--- config.mk ---
export PLATFORM = sky130hd
export DESIGN_NAME = i2s_rx
export DESIGN_NICKNAME = d
export VERILOG_FILES = /design/src/rtl/audio_pkg.sv /design/src/rtl/sync_edge.sv /design/src/rtl/i2s_rx.sv
export SDC_FILE = /design/constraint.sdc
export NUM_CORES = 1
export LEC_CHECK = 0
export ABC_AREA = 1
export ABC_CLOCK_PERIOD_IN_PS = 3600
export CORE_ASPECT_RATIO = 1.2
export CORE_UTILIZATION = 55
export DETAILED_ROUTE_END_ITERATION = 12
export HOLD_SLACK_MARGIN = 0.1
export PLACE_DENSITY = 0.78
export SETUP_SLACK_MARGIN = 0.5
export SYNTH_ARGS = -nofsm -noshare
export SYNTH_HDL_FRONTEND = slang
export SYNTH_SLANG_ARGS = --single-unit
--- constraint.sdc ---
create_clock -name clk -period 3.6 [get_ports clk]
set_clock_uncertainty 0.1 [all_clocks]
set_input_delay 1.08 -clock clk [delete_from_list [all_inputs] [get_ports clk]]
set_output_delay 1.08 -clock clk [all_outputs]
set_load 0.02 [all_outputs]
--- src/rtl/audio_pkg.sv ---
// rtl/audio_pkg.sv - shared audio types for the I2S receive path
// Purpose: sample/stereo types and the I2S receiver state encoding.
// Ports: none (package).
package audio_pkg;

  localparam int AUDIO_W = 16;

  typedef logic signed [AUDIO_W-1:0] sample_t;

  typedef struct packed {
    sample_t l;
    sample_t r;
  } stereo_t;

  typedef enum logic [1:0] {
    IDLE,
    LEFT,
    RIGHT
  } i2s_state_t;

endpackage

--- src/rtl/sync_edge.sv ---
// rtl/sync_edge.sv - two-flop synchronizer with registered edge detect
// Purpose: bring an asynchronous level into clk and flag its edges.
// Ports:
//   clk   in  system clock
//   rst   in  synchronous active-high reset
//   din   in  asynchronous input
//   level out synchronized level (after 2 flops)
//   rise  out one-cycle pulse, registered, on a synchronized 0->1
//   fall  out one-cycle pulse, registered, on a synchronized 1->0
module sync_edge (
  input  logic clk,
  input  logic rst,
  input  logic din,
  output logic level,
  output logic rise,
  output logic fall
);

  logic meta;
  logic sync;
  logic prev;

  always_ff @(posedge clk) begin
    if (rst) begin
      meta <= 1'b0;
      sync <= 1'b0;
      prev <= 1'b0;
      rise <= 1'b0;
      fall <= 1'b0;
    end else begin
      meta <= din;
      sync <= meta;
      prev <= sync;
      // Edge pulses are registered so BCLK and LRCLK events line up with
      // each other at a fixed depth of three clk edges behind the pins.
      rise <= sync & ~prev;
      fall <= ~sync & prev;
    end
  end

  assign level = sync;

endmodule

--- src/rtl/i2s_rx.sv ---
// rtl/i2s_rx.sv - I2S stereo deserializer producing atomic sample pairs
// Purpose: oversample BCLK/LRCLK/SDATA, capture one sample per slot and
//          present each complete left/right pair with a VALID strobe.
// Ports:
//   clk       in  system clock (>= 4x BCLK)
//   rst       in  synchronous active-high reset
//   BCLK      in  codec bit clock (async)
//   LRCLK     in  codec word select (async), 0 = left, 1 = right
//   SDATA     in  codec serial data, MSB first
//   left_in   out last complete left sample
//   right_in  out last complete right sample
//   VALID     out one-cycle strobe, new pair on left_in/right_in
//   frame_err out one-cycle strobe, current frame dropped
module i2s_rx
  import audio_pkg::*;
#(
  parameter int DATA_W    = 16,
  parameter int SLOT_W    = 32,
  parameter int I2S_DELAY = 1
) (
  input  logic              clk,
  input  logic              rst,
  input  logic              BCLK,
  input  logic              LRCLK,
  input  logic              SDATA,
  output logic [DATA_W-1:0] left_in,
  output logic [DATA_W-1:0] right_in,
  output logic              VALID,
  output logic              frame_err
);

  localparam int CNT_W = $clog2(SLOT_W + 1);
  localparam logic [CNT_W-1:0] FIRST_BIT = CNT_W'(I2S_DELAY);
  localparam logic [CNT_W-1:0] LAST_BIT  = CNT_W'(I2S_DELAY + DATA_W - 1);
  localparam logic [CNT_W-1:0] FULL_CNT  = CNT_W'(I2S_DELAY + DATA_W);
  localparam logic [CNT_W-1:0] SAT_CNT   = CNT_W'(SLOT_W);

  logic bclk_lvl, bclk_rise, bclk_fall;
  logic lr_lvl, lr_rise, lr_fall;
  logic sd_lvl, sd_rise, sd_fall;

  sync_edge u_bclk (.clk(clk), .rst(rst), .din(BCLK),
                    .level(bclk_lvl), .rise(bclk_rise), .fall(bclk_fall));
  sync_edge u_lrclk (.clk(clk), .rst(rst), .din(LRCLK),
                     .level(lr_lvl), .rise(lr_rise), .fall(lr_fall));
  sync_edge u_sdata (.clk(clk), .rst(rst), .din(SDATA),
                     .level(sd_lvl), .rise(sd_rise), .fall(sd_fall));

  logic unused_sync;
  assign unused_sync = ^{bclk_lvl, bclk_fall, lr_lvl, sd_rise, sd_fall};

  i2s_state_t        state, state_n;
  logic [CNT_W-1:0]  cnt, cnt_n;
  logic [DATA_W-1:0] shreg, shreg_n;
  logic [DATA_W-1:0] left_shadow, shadow_n;
  logic [DATA_W-1:0] left_n, right_n;
  logic              valid_n, err_n;

  always_ff @(posedge clk) begin
    if (rst) begin
      state       <= IDLE;
      cnt         <= '0;
      shreg       <= '0;
      left_shadow <= '0;
      left_in     <= '0;
      right_in    <= '0;
      VALID       <= 1'b0;
      frame_err   <= 1'b0;
    end else begin
      state       <= state_n;
      cnt         <= cnt_n;
      shreg       <= shreg_n;
      left_shadow <= shadow_n;
      left_in     <= left_n;
      right_in    <= right_n;
      VALID       <= valid_n;
      frame_err   <= err_n;
    end
  end

  always_comb begin
    state_n  = state;
    cnt_n    = cnt;
    shreg_n  = shreg;
    shadow_n = left_shadow;
    left_n   = left_in;
    right_n  = right_in;
    valid_n  = 1'b0;
    err_n    = 1'b0;

    // Slot boundaries are handled before the bit so that a bclk_rise in the
    // same cycle lands as bit 0 of the newly opened slot.
    case (state)
      IDLE: begin
        if (lr_fall) begin
          state_n = LEFT;
          cnt_n   = '0;
          shreg_n = '0;
        end
      end
      LEFT: begin
        if (lr_rise) begin
          cnt_n   = '0;
          shreg_n = '0;
          if (cnt >= FULL_CNT) begin
            shadow_n = shreg;
            state_n  = RIGHT;
          end else begin
            err_n   = 1'b1;
            state_n = IDLE;
          end
        end
      end
      RIGHT: begin
        if (lr_fall) begin
          cnt_n   = '0;
          shreg_n = '0;
          state_n = LEFT;
          if (cnt >= FULL_CNT) begin
            left_n  = left_shadow;
            right_n = shreg;
            valid_n = 1'b1;
          end else begin
            err_n = 1'b1;
          end
        end
      end
      default: state_n = IDLE;
    endcase

    if (bclk_rise && state_n != IDLE) begin
      if (cnt_n == SAT_CNT) begin
        // Slot longer than SLOT_W: drop the frame and wait for a fresh left slot.
        err_n   = 1'b1;
        valid_n = 1'b0;
        state_n = IDLE;
      end else begin
        if (cnt_n >= FIRST_BIT && cnt_n <= LAST_BIT) begin
          shreg_n = {shreg_n[DATA_W-2:0], sd_lvl};
        end
        cnt_n = cnt_n + CNT_W'(1);
      end
    end
  end

endmodule

==> results.md, run 1 <==
* Status: complete, no violations
* Post-synthesis cell type count at 25
* Startpoint of the worst hold path: u_bclk.prev
* Pwr/cell area at 406 mW/mm^2
* Clock share of power at 40.5%
* Worst EP required at roughly 3800 ps
* Drt via density at 4.98
* Reg power frac at approximately 57%
* Combinational fraction of design power at between 2 and 2.5%
* Die area at about 0.0065 sq mm
* Reg2Reg Depth at 16
* Fin Setup TNS at 0 ps
* Seq/Total Area, Yosys at ~50%
* GPL Wtd Cong at roughly 0.84
* Mapped Area at between 0.003 and 0.004 sq mm
* CP Launch Point: state[0]
* DRT antenna net count at 0
* # hold bufs at CTS at 0
* CP Launch Type: register
* Hold Crit Endpoint: u_bclk.rise
* Longest Clk Path Bufs at 2
* H-tree level count at 3
* Top cells by area, synth: dfxtp_1 (50%), nor2_1 (13%), o21ai_0 (7.8%)
* GRT Total Usage at between 20% and 30%
* Max frequency at approximately 350 MHz
* Hold Crit Class: register to register
* Net Sw Frac at about 23%
* Syn Area/Cell at roughly 7.5 sq um
* Yosys top cell area share at 50.3%
* Period utilisation layout at about four fifths
* Setup CP Type: register to register
* Initial drt markers at 139
* Least-Margin Pin Slew at 743 ps
* Crit Path Max Fanout at 16
* R2R Path End: shreg[11]
* Synth Instances at roughly 450
* Switch Pwr at approximately 370 uW
* Yosys warnings at 0
* Syn nets at ~470
* Std-Cell Rows at 30
* Reg2reg setup slack at around 770 ps
* Area Overhead vs Synth at 20.5%
* 1st-pass router iterations at 4
* Routed len/inst at 11.8 um
* Critical path capture point type: register
* CTS sink cnt at between 80 and 90
* Cell Int Power at around 1.3 mW
* Die Height at roughly 88 um
* GR Overflow Total at 0
* Crit path time final at approximately 2800 ps
* Total Wirelength at approximately 6.8 mm
* Vias in the first global route at approximately 2600
* Final non-filler cell area at about 0.0041 sq mm
* Hold Path Depth at 1
* Die Width at ~74 um
* Max-cap violations at 0
* Final Setup Violations at 0
* Drt drc at 0
* Worst path arrival time at 2980 ps
* IO Count at 39
* First-pass GRT wire length at about 11 mm
* #FFs+latches synth at between 80 and 90
* Slew Viols, Final at 0
* Synth area leader: dfxtp_1
* Unrepaired setup endpoints after global routing: false
* RR Startpoint: state[0]
* Commonest non-fill, non-tap cell in the layout: nor2_1
* Initial core utilization at ~59%
* Worst skew pair latency at between 300 and 400 ps
* Initial antenna violation count at 0
* ANT cells at 0
* CTS tree: built
* Final Hold Viols at 0
* Detailed placer's ending HPWL at between 4 and 5 mm
* Placeable Area at between 0.005 and 0.006 sq mm
* Peak VDD IR at 0.246 mV
* Static leakage at 1.83 nW
* Placed Area at about 0.0038 sq mm
* Relative slew slack at between 50% and 60%
* Total number of vias at roughly 2900
* Worst-path clk slew at 80 ps
* Num CTS Buffers at 9
* Nets at a little over 500
* Clk root buf: clkbuf_8
* Most frequent cells in the layout: nor2_1 (120), dfxtp_1 (85), o21ai_0 (53), nand2_1 (52), inv_1 (44)
* Port-buffer cells at 38
* Layout cell share with drive strength beyond 1 at about 8.0%
* Largest net degree at the start of global routing at about 70
-- worst max-delay path by stage --
stage	endpoint	slack, ps	cells after the start
after floorplan	shreg[10]	820	17
after global placement	shreg[0]	620	16
final	shreg[11]	770	16
after global routing	shreg[11]	530	16
after detailed placement	shreg[0]	460	16
after CTS	shreg[0]	550	16
-- metrics by stage --
stage               power, mW  util, %  hold slack, ps  setup WS, ps  instances
floorplan               0.996        -             274           818        453
global placement         1.01     65.7             282           623        553
detailed placement       1.01     65.7             287           463        553
global route             1.72     70.5             319           526        577
CTS                      1.68     69.2             300           546        569
finish                   1.66     70.5             297           768        577
-- worst max-delay path, cell delays in order, from the launching register on --
cell and delay, ps:
dfxtp_1 360, inv_1 80, ha_1 240, nor2_1 170, o21ai_1 130, nand2_1 120
nand2_4 130, nand2_1 160, ha_1 190, inv_1 60, o311ai_2 280, inv_1 110
nor2_4 210, buf_4 170, nand3b_1 80, nand2_1 90, nor2_1 50
-- cells in the mapped netlist --
| master | count |
|---|---|
| clkbuf_1 | 14 |
| nor3b_1 | 1 |
| buf_4 | 1 |
| a21boi_4 | 1 |
| nand2_1 | 53 |
| buf_6 | 1 |
| nor2_4 | 1 |
| nand2_2 | 5 |
| dfxtp_1 | 85 |
| buf_2 | 1 |
| nor2_2 | 3 |
| nand2_4 | 1 |
| nor2_1 | 121 |
| o22ai_1 | 1 |
| nand3b_1 | 8 |
| o21ai_0 | 53 |
| buf_1 | 4 |
| inv_1 | 44 |
| nor3_1 | 3 |
| o21ai_1 | 2 |
| xor2_1 | 1 |
| a21oi_1 | 24 |
| ha_1 | 8 |
| nand3_1 | 16 |
| o311ai_0 | 1 |
-- cell families after synthesis --
kind of cell    synth area share (%)
compound gates                  12.7
xor+xnor                       0.259
fa+ha+maj                       2.96
buf+inv                         7.58
flops                           50.3
simple gates                    26.2
-- state kept, by name, summed over array words and instances, names as in the netlist, 2 cells and up --
name	flops
cnt	6
left_shadow	16
right_in	16
state	2
left_in	16
shreg	16
-- final cells by class --
type,count,area (sq um)
fillers,516,1700
flip-flops and latches,85,1700
multi-input cells,303,1450
repair buffers,49,463
inverters,44,165
clock buffers,10,128
well taps,80,100
clock inverters,6,71.3
-- power groups by stage --
stage | Combinational [mW] | Sequential, mW | Clock (mW)
2_1_floorplan | 0.0279 | 0.968 | 0
3_3_place_gp | 0.0379 | 0.968 | 0
3_5_place_dp | 0.0387 | 0.968 | 0
4_1_cts | 0.0390 | 0.946 | 0.692
5_1_grt | 0.0453 | 0.947 | 0.724
6_report | 0.0401 | 0.946 | 0.671
-- routing by layer --
metal  share of wire [%]  wire [um]  track usage [%]  vias up
met4                 2.0        133             10.3        0
met2                  49       3310             37.9       60
met3                 3.6        248             4.83       12
met5                   0          0                0        -
li1                    -          -                -     1504
met1                  46       3130             29.0     1299
-- timing repair --
| action | in CTS | in global routing |
|---|---|---|
| pin swaps | 0 | 2 |
| endpoints found under the setup margin | 16 | 16 |
| gates resized for setup | 1 | 4 |
| setup buffers | 0 | 8 |
(Power assumes the default switching activity.)
==> run 2: changes to the inputs <==
- ABC_CLOCK_PERIOD_IN_PS: 3600 -> 2500
- CORE_UTILIZATION: 55 -> 50
- PLACE_DENSITY: 0.78 -> 0.75
- clock period: 3.6 -> 2.5 ns (I/O delays scaled with it)
==> run 2 against run 1 <==
Net effect: sequential share of layout area fell by 3.3 points; die area rose by 9.7%; total power is 44% higher; critical path type unchanged; sequential cell count stayed put.
==> results.md, run 2 (synthesized netlist as in run 1, its figures left out) <==
* Status: complete, no violations
* CTS sink cnt at 85
* Die area at slightly above 0.007 sq mm
* Reg2Reg Depth at 18
* Max frequency at between 400 and 500 MHz
* Crit Path Max Fanout at 15
* Period utilisation layout at between 90 and 100%
* Hold Slack at slightly above 300 ps
* Unrepaired setup endpoints after global routing: true
* CP Depth at 18
* Initial core utilization at 52.2%
* Slew Viols, Final at 0
* CTS tree: built
* Initial antenna violation count at 0
* Placed insts at 560
* Drt via density at between 4 and 5
* Final WS setup at roughly 190 ps
* Slowest CP cell: dfxtp_4
* WP buf/inv at 7
* Hold Crit Class: register to register
* Die Width at just under 80 um
* Ordered list of cells on the worst path: inv_4 -> ha_4 -> inv_2 -> o21ai_2 -> nand2_2 -> nand2_4 -> buf_6 -> buf_8 -> nand2_4 -> nor2_4 -> inv_1 -> nor2_4 -> inv_1 -> nand2_2 -> nor2_4 -> buf_12 -> nor2_1 -> nor2_1
* GRT Total Usage at 21.8%
* Vias in the first global route at ~2700
* Std-Cell Rows at 32
* Worst EP required at 2660 ps
* Worst setup path endpoint: shreg[6]
* Longest Clk Path Bufs at 2
* Most frequent cells in the layout: nor2_1 (112), dfxtp_1 (83), o21ai_0 (51), nand2_1 (43), inv_1 (37)
* R2R Path End: shreg[6]
* RR Startpoint: state[1]
* Final Setup Violations at 0
* GR Overflow Total at 0
* Port-buffer cells at 38
* CP Launch Type: register
* Dpl ws at 50.4 ps
* Layout fillers at 540
* Setup CP Type: register to register
* Relative slew slack at between 50 and 60%
* Num CTS Buffers at 9
* ANT cells at 0
* Least-Margin Pin Slew at ~620 ps
* Area Overhead vs Synth at 31.5%
* Worst skew pair latency at between 300 and 400 ps
* CP Launch Point: state[1]
* Detailed placer's ending HPWL at 4.29 mm
* Final Hold Viols at 0
* Layout cell share with drive strength beyond 1 at about a fifth
* Drt drc at 0
* Total number of vias at just under 3000
* Max-cap violations at 0
* Pwr/cell area at around 540 mW/mm^2
* Initial drt markers at between 150 and 200
* Routed len/inst at ~13 um
* GPL Wtd Cong at between 0.7 and 0.8
* Commonest non-fill, non-tap cell in the layout: nor2_1
* Clk root buf: clkbuf_8
* CP dominant cell by count: nor2_4
* Peak VDD IR at between 0.3 and 0.4 mV
* 1st-pass router iterations at 5
* H-tree level count at 3
* Critical path capture point type: register
* Worst path arrival time at roughly 2500 ps
* Reg2reg setup slack at approximately 190 ps
* Finished Layout Cells at 595
* Die Height at between 90 and 100 um
* Largest stage delay, worst path at around 370 ps
* Worst-path clk slew at 80 ps
* IO Count at 39
* Crit path time final at 2310 ps
* Fin Setup TNS at 0 ps
* Top delay family on crit path: simple AND/OR/NAND/NOR gates
* DRT antenna net count at 0
* Nets at 519
* Total Wirelength at 7.56 mm
* Static leakage at 2.09 nW
* Placeable Area at 0.00649 sq mm
* First-pass GRT wire length at 12.3 mm
* Largest net degree at the start of global routing at between 60 and 70
-- run 2: worst min-delay path by stage --
stage	cells past startpoint	slack [ps]	to	startpoint
2_1_floorplan	1	270	u_bclk.rise	u_bclk.prev
6_report	1	300	u_bclk.rise	u_bclk.prev
4_1_cts	1	300	u_bclk.rise	u_bclk.prev
3_3_place_gp	1	280	u_bclk.rise	u_bclk.prev
5_1_grt	1	330	u_bclk.rise	u_bclk.prev
3_5_place_dp	1	280	u_bclk.rise	u_bclk.prev
-- run 2: area by class of cell --
class	count	area [sq um]	area share, %
clock buffers	9	124	2.78
multi-input cells	303	1670	37.4
flip-flops and latches	85	1710	38.4
repair buffers	63	609	13.7
clock inverters	6	63.8	1.43
well taps	85	106	2.39
inverters	44	174	3.91
-- run 2: what timing repair did --
item | CTS | global route
setup buffers | 14 | 6
endpoints found under the setup margin | 57 | 32
hold buffers | 0 | 0
resized for setup | 57 | 41
pin swaps | 7 | 26
-- run 2: worst register-to-register path, cell delays in order (launching register included) --
cell and delay [ps]:
dfxtp_4 370, inv_4 70, ha_4 140, inv_2 50, o21ai_2 140, nand2_2 80, nand2_4 100, buf_6 100
buf_8 110, nand2_4 80, nor2_4 110, inv_1 80, nor2_4 150, inv_1 80, nand2_2 110, nor2_4 50
buf_12 140, nor2_1 100, nor2_1 60
-- run 2: where the power goes --
part,internal (mW),switching (mW),total (mW),leakage [nW]
combinational,0.0321,0.0450,0.0771,1.31
sequential,1.36,0.00359,1.36,0.688
clock,0.456,0.493,0.949,0.0915
-- run 2: per-stage QoR --
stage	instance area [sq um]	total power, mW	utilization (%)
after floorplan	3450	1.44	-
after global placement	3880	1.45	59.8
after detailed placement	3880	1.46	59.8
after CTS	4240	2.39	65.4
after global routing	4450	2.47	68.6
final	4450	2.39	68.6
-- run 2: per-layer routing --
layer | share of wire, % | GRT usage [%] | up-vias | wire (um)
li1 | - | - | 1535 | -
met1 | 45 | 26.1 | 1343 | 3400
met2 | 49 | 37.7 | 58 | 3730
met3 | 3.8 | 3.38 | 12 | 291
met4 | 1.9 | 11.2 | 0 | 142
met5 | 0 | 0 | - | 0
